File: config.mk
export PLATFORM = sky130hd
export DESIGN_NAME = alu_arbiter
export DESIGN_NICKNAME = d
export VERILOG_FILES = /design/src/rtl/alu_arbiter.sv
export SDC_FILE = /design/constraint.sdc
export NUM_CORES = 1
export LEC_CHECK = 0
export BUFFER_PORTS_ARGS = -buffer_cell sky130_fd_sc_hd__buf_2
export CAP_MARGIN = 20
export CORE_MARGIN = 3
export CORE_UTILIZATION = 44
export DETAILED_ROUTE_END_ITERATION = 12
export PLACE_DENSITY = 0.8
export RECOVER_POWER = 50
export SLEW_MARGIN = 20
export SYNTH_ARGS = -nofsm -noshare
export SYNTH_HDL_FRONTEND = slang
export SYNTH_SLANG_ARGS = --single-unit
File: constraint.sdc
create_clock -name clk -period 1.7 [get_ports clk]
set_input_delay 0.085 -clock clk [delete_from_list [all_inputs] [get_ports clk]]
set_output_delay 0.085 -clock clk [all_outputs]
set_load 0.01 [all_outputs]
File: src/rtl/alu_arbiter.sv
// ---------------------------------------------------------------------------
// alu_arbiter : round-robin front end sharing one ALU between two requesters
// Revision    : 1.0
// ---------------------------------------------------------------------------
`default_nettype none

module alu_arbiter #(
  parameter int WIDTH = 32,
  parameter int OPW   = 4
) (
  input  logic             clk,
  input  logic             reset,

  input  logic             r0_valid,
  output logic             r0_ready,
  input  logic [WIDTH-1:0] r0_a,
  input  logic [WIDTH-1:0] r0_b,
  input  logic [OPW-1:0]   r0_op,
  input  logic             r0_setflags,

  input  logic             r1_valid,
  output logic             r1_ready,
  input  logic [WIDTH-1:0] r1_a,
  input  logic [WIDTH-1:0] r1_b,
  input  logic [OPW-1:0]   r1_op,
  input  logic             r1_setflags,

  output logic [WIDTH-1:0] alu_a,
  output logic [WIDTH-1:0] alu_b,
  output logic [OPW-1:0]   alu_op,
  input  logic [WIDTH-1:0] alu_out,
  input  logic             alu_z,
  input  logic             alu_n,
  input  logic             alu_c,
  input  logic             alu_v,

  output logic             res_valid,
  output logic             res_id,
  output logic [WIDTH-1:0] res_data,
  output logic [3:0]       res_flags,
  input  logic             res_ready,

  output logic [3:0]       flags
);

  typedef enum logic [1:0] {
    IDLE = 2'd0,
    EXEC = 2'd1,
    DONE = 2'd2
  } state_t;

  state_t           state_q, state_d;
  logic             last_q, last_d;
  logic [WIDTH-1:0] a_q, a_d;
  logic [WIDTH-1:0] b_q, b_d;
  logic [OPW-1:0]   op_q, op_d;
  logic             sf_q, sf_d;
  logic             id_q, id_d;
  logic             res_id_q, res_id_d;
  logic [WIDTH-1:0] res_data_q, res_data_d;
  logic [3:0]       res_flags_q, res_flags_d;
  logic [3:0]       flags_q, flags_d;
  logic             w_pick1;

  // r1 wins when it is alone, or on a tie when r0 was granted last.
  assign w_pick1 = r1_valid & (~r0_valid | ~last_q);

  always_ff @(posedge clk) begin
    if (reset) begin
      state_q <= IDLE;
    end else begin
      state_q <= state_d;
    end
  end

  always_comb begin
    state_d     = state_q;
    last_d      = last_q;
    a_d         = a_q;
    b_d         = b_q;
    op_d        = op_q;
    sf_d        = sf_q;
    id_d        = id_q;
    res_id_d    = res_id_q;
    res_data_d  = res_data_q;
    res_flags_d = res_flags_q;
    flags_d     = flags_q;
    r0_ready    = 1'b0;
    r1_ready    = 1'b0;

    case (state_q)
      IDLE: begin
        if (!reset) begin
          r0_ready = r0_valid & ~w_pick1;
          r1_ready = w_pick1;
        end
        if (r0_ready || r1_ready) begin
          a_d     = w_pick1 ? r1_a        : r0_a;
          b_d     = w_pick1 ? r1_b        : r0_b;
          op_d    = w_pick1 ? r1_op       : r0_op;
          sf_d    = w_pick1 ? r1_setflags : r0_setflags;
          id_d    = w_pick1;
          last_d  = w_pick1;
          state_d = EXEC;
        end
      end
      EXEC: begin
        res_data_d  = alu_out;
        res_flags_d = {alu_z, alu_n, alu_c, alu_v};
        res_id_d    = id_q;
        if (sf_q) begin
          flags_d = {alu_z, alu_n, alu_c, alu_v};
        end
        state_d = DONE;
      end
      DONE: begin
        if (res_ready) begin
          state_d = IDLE;
        end
      end
      default: begin
        state_d = IDLE;
      end
    endcase
  end

  always_ff @(posedge clk) begin
    if (reset) begin
      last_q      <= 1'b1;
      a_q         <= '0;
      b_q         <= '0;
      op_q        <= '0;
      sf_q        <= 1'b0;
      id_q        <= 1'b0;
      res_id_q    <= 1'b0;
      res_data_q  <= '0;
      res_flags_q <= '0;
      flags_q     <= '0;
    end else begin
      last_q      <= last_d;
      a_q         <= a_d;
      b_q         <= b_d;
      op_q        <= op_d;
      sf_q        <= sf_d;
      id_q        <= id_d;
      res_id_q    <= res_id_d;
      res_data_q  <= res_data_d;
      res_flags_q <= res_flags_d;
      flags_q     <= flags_d;
    end
  end

  // The ALU only ever sees registered operands, so it is isolated from request-side glitches.
  assign alu_a     = a_q;
  assign alu_b     = b_q;
  assign alu_op    = op_q;
  assign res_valid = (state_q == DONE);
  assign res_id    = res_id_q;
  assign res_data  = res_data_q;
  assign res_flags = res_flags_q;
  assign flags     = flags_q;

endmodule

`default_nettype wire
After elaboration in Yosys (flattened, before gate mapping)

Cells that the tools add are included.

Bits in registers: 114
Output and inout bits: 112

Equality and inequality tests: 4
Multiplexer cells: 13
Bitwise gates (word level): 6
Reductions and logical operators: 5

Operator list:

| kind                                                   | number |
|---|---|
| 2-to-1 mux 32 bit                                      | 2 |
| 2-to-1 mux 1 bit                                       | 7 |
| one-hot mux 2 bit (3 select lines)                     | 1 |
| AND reduction 2 bit                                    | 3 |
| 2-to-1 mux 2 bit                                       | 2 |
| 2-to-1 mux 4 bit                                       | 1 |
| NOT 1 bit                                              | 3 |
| bitwise AND 1 bit                                      | 2 |
| == test 2 x 1 -> 1 bit (second input constant)         | 1 |
| == test 2 bit (second input constant)                  | 1 |
| zero test 2 bit                                        | 1 |
| inequality test 2 x 1 -> 1 bit (second input constant) | 1 |
| inequality test 2 bit (second input constant)          | 1 |
| logical OR 1 bit                                       | 1 |
| OR 1 bit                                               | 1 |

Logic depth before layout (Yosys ltp)

Gate-level depths: netlist (run 1).

Depth in word-level cells: 10
Depth in mapped cells: 6
Gate-level depth less buffers: 3

Worst setup path before layout (run 1)

Ideal clock, no wire load.

Path kind: reg-to-output
From: register state_q[1]
To: output port r0_ready
Arrival time: 1.296 ns
Data required time: 1.615 ns
Slack: 0.319 ns
Cell stages (with the launch flop): 6
Cell sequence: dfxtp_1 or2_1 buf_4 buf_6 buf_6 nor4b_2

Word-level cells in the longest chain between the ends: 2

Ends and longest elaborated chain:

| element                | line | RTL |
|---|---|---|
| from (decl)            | 52   | `state_t state_q, state_d;` |
| from (signal assigned) | 72   | `state_q <= state_d;` |
| zero test 2 bit        | 91   | `case (state_q)` |
| 2-to-1 mux 1 bit       | 91   |  |
| to (decl)              | 15   | `output logic r0_ready,` |

Every way passes these cells.

Final worst setup path (run 1)

From: register state_q[0]
To: output port r0_ready

Same word-level chain as after synthesis.

==> results of run 1 <==
## cell families (layout without fill, tap and decap cells)
kind of cell / Yosys count / count (layout)
AND/OR/NAND/NOR: 303 / 304
AO/OA/AOI/OAI: 114 / 114
flip-flops: 114 / 114
buffers and inverters: 77 / 410
## layer usage
layer  wire length, µm  global-route usage  vias to the layer above  part of all wire
met1              7096              0.3269                     2859              0.36
met3              1866             0.07639                       61             0.095
met5                 0                   0                        -                 0
li1                  -                   -                     2895                 -
met4               637              0.1180                        0             0.032
met2             10020              0.4998                      379              0.51
## power by group through the flow
stage | registers [mW] | logic (mW) | clock network (mW)
finish | 3.11 | 1.91 | 3.73
global route | 3.14 | 2.08 | 3.87
floorplan | 3.27 | 0.922 | 0
detailed placement | 3.15 | 1.75 | 0
CTS | 3.10 | 1.92 | 3.77
global placement | 3.14 | 1.73 | 0
## state kept, by name, indices dropped and copies added (netlist names)
name and cells:
state_q 2, res_data 32, alu_b 32, sf_q 1
res_flags 4, alu_a 32, alu_op 4, flags 4
last_q 1, res_id 1, id_q 1
## tightest hold or removal path, cell delays in order
cell	delay [ns]
sky130_fd_sc_hd__buf_2	0.08
sky130_fd_sc_hd__nor4b_1	0.04
sky130_fd_sc_hd__nor4_1	0.15
## per-stage QoR
stage | TNS, ns | hold WS, ns
after floorplan | 0 | 0.2210
after global placement | 0 | 0.3297
after detailed placement | 0 | 0.3296
after CTS | 0 | 0.001263
after global routing | -0.05643 | 0.002185
final | 0 | 0.003442
## what timing repair did
action | CTS | global route
gates cloned | 2 | 1
hold buffers | 66 | 0
pin swaps | 1 | 0
buffers inserted | 1 | 0
setup endpoints to repair | 2 | 3
endpoints found under the hold margin | 70 | 0
gates resized for setup | 1 | 4
## cell usage in the layout, fill, tap and decap left out, drive strengths merged
master,n
nand2,78
nor2b,3
nand2b,2
dlygate4sd3,66
a21oi,111
clkinv,3
clkinvlp,3
a2bb2oi,1
bufinv,4
nor3b,1
bufbuf,1
nand3b,1
a21bo,1
nor4b,70
a221o,1
dfxtp,114
nor2,2
nand3,4
nor4,69
or2,3
clkbuf,131
or3b,1
nor3,70
buf,202
## synth_stat cells
library cell	instances	area (µm²)
sky130_fd_sc_hd__or2_1	1	6.260
sky130_fd_sc_hd__clkbuf_1	29	108.9
sky130_fd_sc_hd__nand3_1	4	20.02
sky130_fd_sc_hd__nor4_1	69	431.7
sky130_fd_sc_hd__buf_4	1	7.510
sky130_fd_sc_hd__a2bb2oi_1	1	8.760
sky130_fd_sc_hd__nor4b_2	11	165.2
sky130_fd_sc_hd__buf_1	3	11.26
sky130_fd_sc_hd__nor4b_1	59	516.8
sky130_fd_sc_hd__dfxtp_1	114	2282
sky130_fd_sc_hd__a21oi_1	111	555.5
sky130_fd_sc_hd__nor2_1	2	7.510
sky130_fd_sc_hd__or3b_2	1	8.760
sky130_fd_sc_hd__nor2b_1	3	18.77
sky130_fd_sc_hd__nor3b_1	1	7.510
sky130_fd_sc_hd__nand3b_1	1	7.510
sky130_fd_sc_hd__buf_6	9	101.4
sky130_fd_sc_hd__nand2_1	78	292.8
sky130_fd_sc_hd__a221o_1	1	10.01
sky130_fd_sc_hd__or2_2	1	6.260
sky130_fd_sc_hd__nor3_1	70	350.3
sky130_fd_sc_hd__buf_2	35	175.2
sky130_fd_sc_hd__a21bo_2	1	10.01
sky130_fd_sc_hd__nand2b_1	2	12.51
## final cells by class
type                            instances  area [µm²]
Timing Repair Buffer                  379        2317
Sequential cell                       114        2282
Tap cell                              140       175.2
Clock inverter                         10       157.7
Fill cell                             891        3249
Clock buffer                           21       460.4
Multi-Input combinational cell        418        2484
## how the worst max path moves through the flow
stage,startpoint,endpoint,depth (start not counted),slack (ns)
2_1_floorplan,state_q[1]$_SDFFE_PP0P_,r0_ready,5,0.32
3_3_place_gp,state_q[1]$_SDFFE_PP0P_,alu_a[31]$_SDFFE_PP0P_,4,0.30
3_5_place_dp,state_q[1]$_SDFFE_PP0P_,alu_a[23]$_SDFFE_PP0P_,4,0.28
4_1_cts,state_q[0]$_SDFFE_PP0P_,r0_ready,4,0.004
5_1_grt,state_q[1]$_SDFFE_PP0P_,alu_b[2]$_SDFFE_PP0P_,5,-0.03
6_report,state_q[0]$_SDFFE_PP0P_,r0_ready,4,0.04
==> impl_metrics.env, run 1 <==
export IMPL_status="completed"
export IMPL_synth_sequential_area_ratio=0.4455
export IMPL_worstHoldPathCells=3
export IMPL_core_area_um2=11130
export IMPL_r2r_worst_path_cells=5
export IMPL_synth_mux_area_fraction=0
export IMPL_maximum_number_of_pins_on_one_net_before_global_route_repair=71
export IMPL_drive_gt1_frac=0.2696
export IMPL_cp_top_family="simple AND/OR/NAND/NOR gates"
export IMPL_critical_setup_path_class="reg -> out"
export IMPL_p_int_mw=6.300
export IMPL_synth_fa_ha_area_frac=0
export IMPL_rsz0062_at_grt="true"
export IMPL_clk_pin_slew_ns=0.05
export IMPL_cp_data_arrival_time_ns=1.57
export IMPL_drt_vias_per_instance=5.725
export IMPL_hold_viol_final=0
export IMPL_cts_sinks=114
export IMPL_clk_latency_ns=0.40
export IMPL_drv_max_cap_violation_count=0
export IMPL_ir_worst_vdd_v=0.0008019
export IMPL_final_cell_count_no_fill=1082
export IMPL_cts_tree="yes"
export IMPL_clock_tree_root="sky130_fd_sc_hd__clkbuf_16"
export IMPL_hp_class="in -> reg"
export IMPL_crit_path_end_kind="primary output"
export IMPL_io_pins=291
export IMPL_worst_r2r_startpoint="state_q[0]$_SDFFE_PP0P_"
export IMPL_final_core_utilization=0.7079
export IMPL_final_cell_area_um2=7876
export IMPL_grt_util_all_layers=0.2847
export IMPL_dominant_combinational_cell_family_by_area_after_synthesis="simple AND/OR/NAND/NOR gates"
export IMPL_synth_net_count=787
export IMPL_power_net_switching_mw=2.449
export IMPL_synth_xor_xnor_area_share=0
export IMPL_cp_max_fanout=17
export IMPL_slowest_cp_cell="sky130_fd_sc_hd__dfxtp_1"
export IMPL_timing_max_slew_rel_slack=0.5394
export IMPL_drtAntennaViolNets=0
export IMPL_postSynthAreaPerCell_um2=8.425
export IMPL_clock_power_share=0.426
export IMPL_synth_cell_area_um2=5122
export IMPL_power_switching_share=0.2799
export IMPL_drt_first_iter_violations=457
export IMPL_htree_num_levels=4
export IMPL_dp_final_hpwl_um=11530
export IMPL_p_seq_frac=0.356
export IMPL_floorplan_initialDensity=0.4604
export IMPL_numCtsBuffers=17
export IMPL_tightest_slew_ns=0.6909
export IMPL_fmax_ghz=0.6024
export IMPL_synth_distinct_cells=24
export IMPL_initial_antenna_violation_count=0
export IMPL_die_height_um=113.9
export IMPL_grt_pass1_vias=5989
export IMPL_final_nets=1109
export IMPL_post_route_drc_count=0
export IMPL_power_frac_comb=0.218
export IMPL_timing_max_transition_violations_final=0
export IMPL_worst_clock_skew_ns=0.009289
export IMPL_yosys_register_bits=114
export IMPL_synth_cells=608
export IMPL_max_stage_delay_ns=0.31
export IMPL_cp_required_ns=1.62
export IMPL_dp_cells=981
export IMPL_die_width_um=113.9
export IMPL_cells_along_the_critical_path="or2_4 -> buf_16 -> nor4b_4 -> buf_2"
export IMPL_p_leak_nw=3.083
export IMPL_powerDensity_nw_per_um2=1111
export IMPL_post_route_min_period_ns=1.660
export IMPL_wl_per_cell_um=18.13
export IMPL_min_period_over_period=0.9764
export IMPL_layout_area_overhead_vs_synth_pct=53.76
export IMPL_portBuffers=290
export IMPL_finalSetupViolations=0
export IMPL_vias=6194
export IMPL_finalPower_mw=8.749
export IMPL_worstSetupStartpointType="register"
export IMPL_synth_compound_gate_area_share=0.1141
export IMPL_r2r_end="alu_b[2]$_SDFFE_PP0P_"
export IMPL_drt_pre_antenna_iters=5
export IMPL_finalWorstSetupSlack_ns=0.04007
export IMPL_worst_hold_path_endpoint="alu_b[14]$_SDFFE_PP0P_"
export IMPL_total_routed_length_um=19620
export IMPL_worst_case_clock_buffer_depth=2
export IMPL_rows=38
export IMPL_placed_area_um2=6630
export IMPL_gp_routability_congestion=0.8395
export IMPL_worst_hold_startpoint="r0_b[14]"
export IMPL_antennaDiodeCount=0
export IMPL_synth_simple_gate_area_share=0.3615
export IMPL_grt_pass1_wl_um=29950
export IMPL_worst_r2r_setup_slack_ns=0.08
export IMPL_synthesis_yosys_warnings=0
export IMPL_dp_slack_ns=0.2779
export IMPL_critical_path_n_buffers_inverters=2
export IMPL_fp_dieArea_um2=12970
export IMPL_grt_overflow_total=0
Note: power is estimated with default switching activity, not from simulation.
==> run 2, diff against run 1 <==
clock period = 1.68 ns   (was 1.7 ns; I/O delays follow)
==> impl_metrics.env, run 2 (same netlist as run 1, synthesis figures left out) <==
export IMPL_status="finished, violations left"
export IMPL_failed_checks="hold timing"
export IMPL_totalNegativeSetupSlack_ns=0
export IMPL_finalSetupViolations=0
export IMPL_drtAntennaViolNets=0
export IMPL_slowest_cp_cell="sky130_fd_sc_hd__dfxtp_2"
export IMPL_antennaDiodeCount=0
export IMPL_core_area_um2=11130
export IMPL_layout_area_overhead_vs_synth_pct=54.93
export IMPL_clk_latency_ns=0.40
export IMPL_vias=6316
export IMPL_cp_data_arrival_time_ns=1.58
export IMPL_cells_along_the_critical_path="or2_4 -> buf_12 -> nor4b_4 -> buf_2"
export IMPL_post_route_min_period_ns=1.665
export IMPL_grt_overflow_total=0
export IMPL_tightest_slew_ns=0.6146
export IMPL_drt_pre_antenna_iters=5
export IMPL_layout_commonest_cell="sky130_fd_sc_hd__buf_2"
export IMPL_fmax_ghz=0.6006
export IMPL_numCtsBuffers=17
export IMPL_timing_max_slew_rel_slack=0.5903
export IMPL_crit_path_end_kind="primary output"
export IMPL_hp_class="in -> reg"
export IMPL_timing_max_transition_violations_final=0
export IMPL_fillCellCount=887
export IMPL_cts_tree="yes"
export IMPL_post_route_drc_count=0
export IMPL_cp_required_ns=1.60
export IMPL_hold_slack_ns=-0.001944
export IMPL_cp_max_fanout=23
export IMPL_grt_pass1_vias=6196
export IMPL_grt_util_all_layers=0.2949
export IMPL_final_nets=1123
export IMPL_portBuffers=290
export IMPL_dp_final_hpwl_um=11590
export IMPL_worst_case_clock_buffer_depth=2
export IMPL_wl_per_cell_um=18.22
export IMPL_initial_antenna_violation_count=0
export IMPL_cp_top_family="simple AND/OR/NAND/NOR gates"
export IMPL_critical_path_n_buffers_inverters=2
export IMPL_fp_dieArea_um2=12970
export IMPL_clock_tree_root="sky130_fd_sc_hd__clkbuf_16"
export IMPL_htree_num_levels=4
export IMPL_min_period_over_period=0.9910
export IMPL_clk_pin_slew_ns=0.06
export IMPL_floorplan_initialDensity=0.4604
export IMPL_finalPower_mw=8.975
export IMPL_max_stage_delay_ns=0.33
export IMPL_drv_max_cap_violation_count=0
export IMPL_ir_worst_vdd_v=0.0007886
export IMPL_gp_routability_congestion=0.8407
export IMPL_total_routed_length_um=19990
export IMPL_rsz0062_at_grt="true"
export IMPL_die_height_um=113.9
export IMPL_worstSetupStartpointType="register"
export IMPL_rows=38
export IMPL_critical_setup_path_class="reg -> out"
export IMPL_worst_clock_skew_ns=0.01043
export IMPL_die_width_um=113.9
export IMPL_cts_sinks=114
export IMPL_drt_first_iter_violations=509
export IMPL_hold_viol_final=1
export IMPL_p_leak_nw=3.126
export IMPL_powerDensity_nw_per_um2=1131
export IMPL_drt_vias_per_instance=5.758
export IMPL_drive_gt1_frac=0.2738
export IMPL_most_common_layout_cells="sky130_fd_sc_hd__buf_2 (180), sky130_fd_sc_hd__dfxtp_1 (113), sky130_fd_sc_hd__a21oi_1 (111), sky130_fd_sc_hd__clkbuf_1 (110), sky130_fd_sc_hd__nand2_1 (78)"
export IMPL_maximum_number_of_pins_on_one_net_before_global_route_repair=71
export IMPL_io_pins=291
export IMPL_grt_pass1_wl_um=30980
## run 2: changes by cell type in the layout (fill, tap and decap cells not counted), sizes merged
cell and change:
clkinv +2, inv +4, bufbuf -1, clkbuf -3
dlygate4sd3 +8, clkinvlp -2, buf +7
## run 2: repair_timing
action / in CTS / in global routing
endpoints found under the hold margin: 78 / 0
gates cloned: 1 / 0
pin swaps: 1 / 1
gates resized for setup: 0 / 3
buffers inserted: 2 / 0
endpoints found under the setup margin: 2 / 3
hold buffers: 74 / 0
## run 2: power by group
part           switching (mW)  total [mW]  internal [mW]
logic                    1.09        1.92          0.830
registers               0.162        3.15           2.99
clock network            1.36        3.91           2.55
## run 2: area by class of cell
| type | instances | area (µm²) | area share |
|---|---|---|---|
| Clock inverter | 14 | 202.7 | 0.02554 |
| Multi-Input combinational cell | 418 | 2476 | 0.3120 |
| Clock buffer | 18 | 439.2 | 0.05534 |
| Timing Repair Buffer | 393 | 2360 | 0.2973 |
| Sequential cell | 114 | 2283 | 0.2877 |
| Tap cell | 140 | 175.2 | 0.02207 |
## run 2: layer usage
layer | wire length [µm] | track usage
met5 | 0 | 0
met3 | 1851 | 0.08541
met4 | 666 | 0.1275
met2 | 10110 | 0.5230
met1 | 7357 | 0.3282
## run 2: worst register-to-register path, delay by kind of cell (launching register included)
family | cells | cell delay [ns]
buf+inv | 2 | 0.36
simple gates | 3 | 0.80
flops | 1 | 0.33
## run 2: path summary, 6_finish.rpt
kind,start,end,slack [ns],cells past startpoint
worst max-delay path,state_q[1]$_SDFFE_PP0P_,r0_ready,0.02,4
worst min-delay path,r0_b[17],alu_b[17]$_SDFFE_PP0P_,-0.002,3
worst max register to register,state_q[1]$_SDFFE_PP0P_,alu_b[9]$_SDFFE_PP0P_,0.06,5
worst min register to register,res_data[20]$_SDFFE_PP0N_,res_data[20]$_SDFFE_PP0N_,0.46,2
## run 2: metrics by stage
step | std cells | hold WS [ns] | util | setup slack (ns) | instance area [µm²]
after CTS | 1097 | 0.0005556 | 0.7246 | 0.00004285 | 8061
after detailed placement | 988 | 0.3326 | 0.5984 | 0.2066 | 6658
final | 1097 | -0.001944 | 0.7133 | 0.01512 | 7936
after floorplan | 608 | 0.2200 | - | 0.2999 | 5122
after global routing | 1097 | 0.02539 | 0.7133 | -0.07314 | 7936
after global placement | 988 | 0.3267 | 0.5984 | 0.2539 | 6658
==> run 3, diff against run 2 <==
SETUP_SLACK_MARGIN = 0.3   (was unset)
==> impl_metrics.env, run 3 (same netlist as run 1, synthesis figures left out) <==
export IMPL_wl_per_cell_um=22.98
export IMPL_worst_case_clock_buffer_depth=2
export IMPL_timing_max_transition_violations_final=0
export IMPL_clk_latency_ns=0.41
export IMPL_drt_first_iter_violations=735
export IMPL_finalSetupViolations=0
export IMPL_grt_overflow_total=0
export IMPL_layout_commonest_cell="sky130_fd_sc_hd__buf_2"
export IMPL_dp_cells=986
export IMPL_clk_pin_slew_ns=0.06
export IMPL_vias=7029
export IMPL_drt_vias_per_instance=6.237
export IMPL_dp_final_hpwl_um=11920
export IMPL_die_height_um=113.9
export IMPL_finalWorstSetupSlack_ns=0.01223
export IMPL_drv_max_cap_violation_count=0
export IMPL_crit_path_end_kind="register"
export IMPL_drt_pre_antenna_iters=7
export IMPL_cts_tree="yes"
export IMPL_total_routed_length_um=25900
export IMPL_initial_antenna_violation_count=2
export IMPL_post_route_drc_count=0
export IMPL_final_nets=1151
export IMPL_grt_util_all_layers=0.3159
export IMPL_most_common_layout_cells="sky130_fd_sc_hd__buf_2 (180), sky130_fd_sc_hd__dfxtp_1 (112), sky130_fd_sc_hd__clkbuf_1 (110), sky130_fd_sc_hd__nand2_1 (77), sky130_fd_sc_hd__a21oi_1 (70)"
export IMPL_worst_clock_skew_ns=0.01467
export IMPL_placed_area_um2=6714
export IMPL_fp_dieArea_um2=12970
export IMPL_core_area_um2=11130
export IMPL_cp_required_ns=1.95
export IMPL_worstSetupStartpointType="register"
export IMPL_drive_gt1_frac=0.4112
export IMPL_grt_pass1_wl_um=32980
export IMPL_rsz0062_at_grt="true"
export IMPL_gp_routability_congestion=0.8099
export IMPL_dp_slack_ns=-0.05676
export IMPL_p_leak_nw=3.584
export IMPL_hp_class="in -> reg"
export IMPL_cts_sinks=114
export IMPL_grt_pass1_vias=6474
export IMPL_floorplan_initialDensity=0.4604
export IMPL_finalPower_mw=9.563
export IMPL_totalNegativeSetupSlack_ns=0
export IMPL_die_width_um=113.9
export IMPL_rows=38
export IMPL_powerDensity_nw_per_um2=1041
export IMPL_fmax_ghz=0.5996
export IMPL_fillCellCount=694
export IMPL_cp_max_fanout=30
export IMPL_final_cell_area_um2=9189
export IMPL_timing_max_slew_rel_slack=0.5850
export IMPL_post_route_min_period_ns=1.668
export IMPL_io_pins=291
export IMPL_tightest_slew_ns=0.6225
export IMPL_clock_tree_root="sky130_fd_sc_hd__clkbuf_16"
export IMPL_min_period_over_period=0.9927
export IMPL_drtAntennaViolNets=0
export IMPL_hold_slack_ns=-0.001688
export IMPL_numCtsBuffers=17
export IMPL_final_cell_count_no_fill=1127
export IMPL_final_core_utilization=0.8259
export IMPL_layout_area_overhead_vs_synth_pct=79.38
export IMPL_cp_data_arrival_time_ns=1.94
export IMPL_critical_setup_path_class="reg -> reg"
export IMPL_status="finished, violations left"
export IMPL_worst_r2r_setup_slack_ns=0.01
export IMPL_maximum_number_of_pins_on_one_net_before_global_route_repair=71
export IMPL_hold_viol_final=1
export IMPL_portBuffers=290
export IMPL_ir_worst_vdd_v=0.0007700
export IMPL_failed_checks="hold timing"
export IMPL_htree_num_levels=4
-- run 3: cell types whose count changed in the layout (fill, tap and decap cells not counted), sizes merged --
cell         previous run  this run
inv                     4         0
bufinv                  4         2
nor2b                   3         4
dlygate4sd3            74        62
clkinvlp                1         5
bufbuf                  0         1
diode                   0         2
buf                   209       237
clkbuf                128       140
-- run 3: repair_timing --
| item | CTS | global route |
|---|---|---|
| pin swaps | 23 | 43 |
| resized for setup | 43 | 102 |
| setup buffers | 17 | 5 |
| cloned | 8 | 15 |
| hold endpoints to repair | 66 | 0 |
| setup endpoints to repair | 69 | 94 |
| hold buffers | 62 | 0 |
-- run 3: final timing paths --
check | startpoint | to | cells past startpoint
setup / recovery | state_q[1]$_SDFFE_PP0P_ | alu_b[11]$_SDFFE_PP0P_ | 5
hold / removal | r0_a[29] | alu_a[29]$_SDFFE_PP0P_ | 3
setup reg to reg | state_q[1]$_SDFFE_PP0P_ | alu_b[11]$_SDFFE_PP0P_ | 5
hold reg to reg | res_data[22]$_SDFFE_PP0N_ | res_data[22]$_SDFFE_PP0N_ | 2
-- run 3: routing by layer --
metal / part of all wire / global-route usage / vias up
li1: - / - / 2991
met1: 0.35 / 0.3581 / 3324
met2: 0.49 / 0.5391 / 573
met3: 0.10 / 0.1019 / 141
met4: 0.064 / 0.1481 / 0
met5: 0 / 0 / -
-- run 3: worst max-delay path, stage by stage (launching register included) --
cell	delay, ns
sky130_fd_sc_hd__dfxtp_2	0.36
sky130_fd_sc_hd__or2_4	0.15
sky130_fd_sc_hd__buf_4	0.27
sky130_fd_sc_hd__buf_12	0.25
sky130_fd_sc_hd__nor3_1	0.10
sky130_fd_sc_hd__nor4_1	0.38
-- run 3: layout make-up --
| type | count | area, µm² | share of cell area |
|---|---|---|---|
| diodes | 2 | 5.005 | 0.0005447 |
| clock buffers | 20 | 456.7 | 0.04970 |
| clock inverters | 12 | 133.9 | 0.01457 |
| multi-input cells | 419 | 3102 | 0.3376 |
| flip-flops and latches | 114 | 2287 | 0.2489 |
| well taps | 140 | 175.2 | 0.01906 |
| repair buffers | 420 | 3029 | 0.3297 |
-- run 3: power breakdown --
group / switching [mW] / internal [mW]
Combinational: 1.45 / 1.29
Clock: 1.37 / 2.26
Sequential: 0.199 / 2.99
Total: 3.02 / 6.54
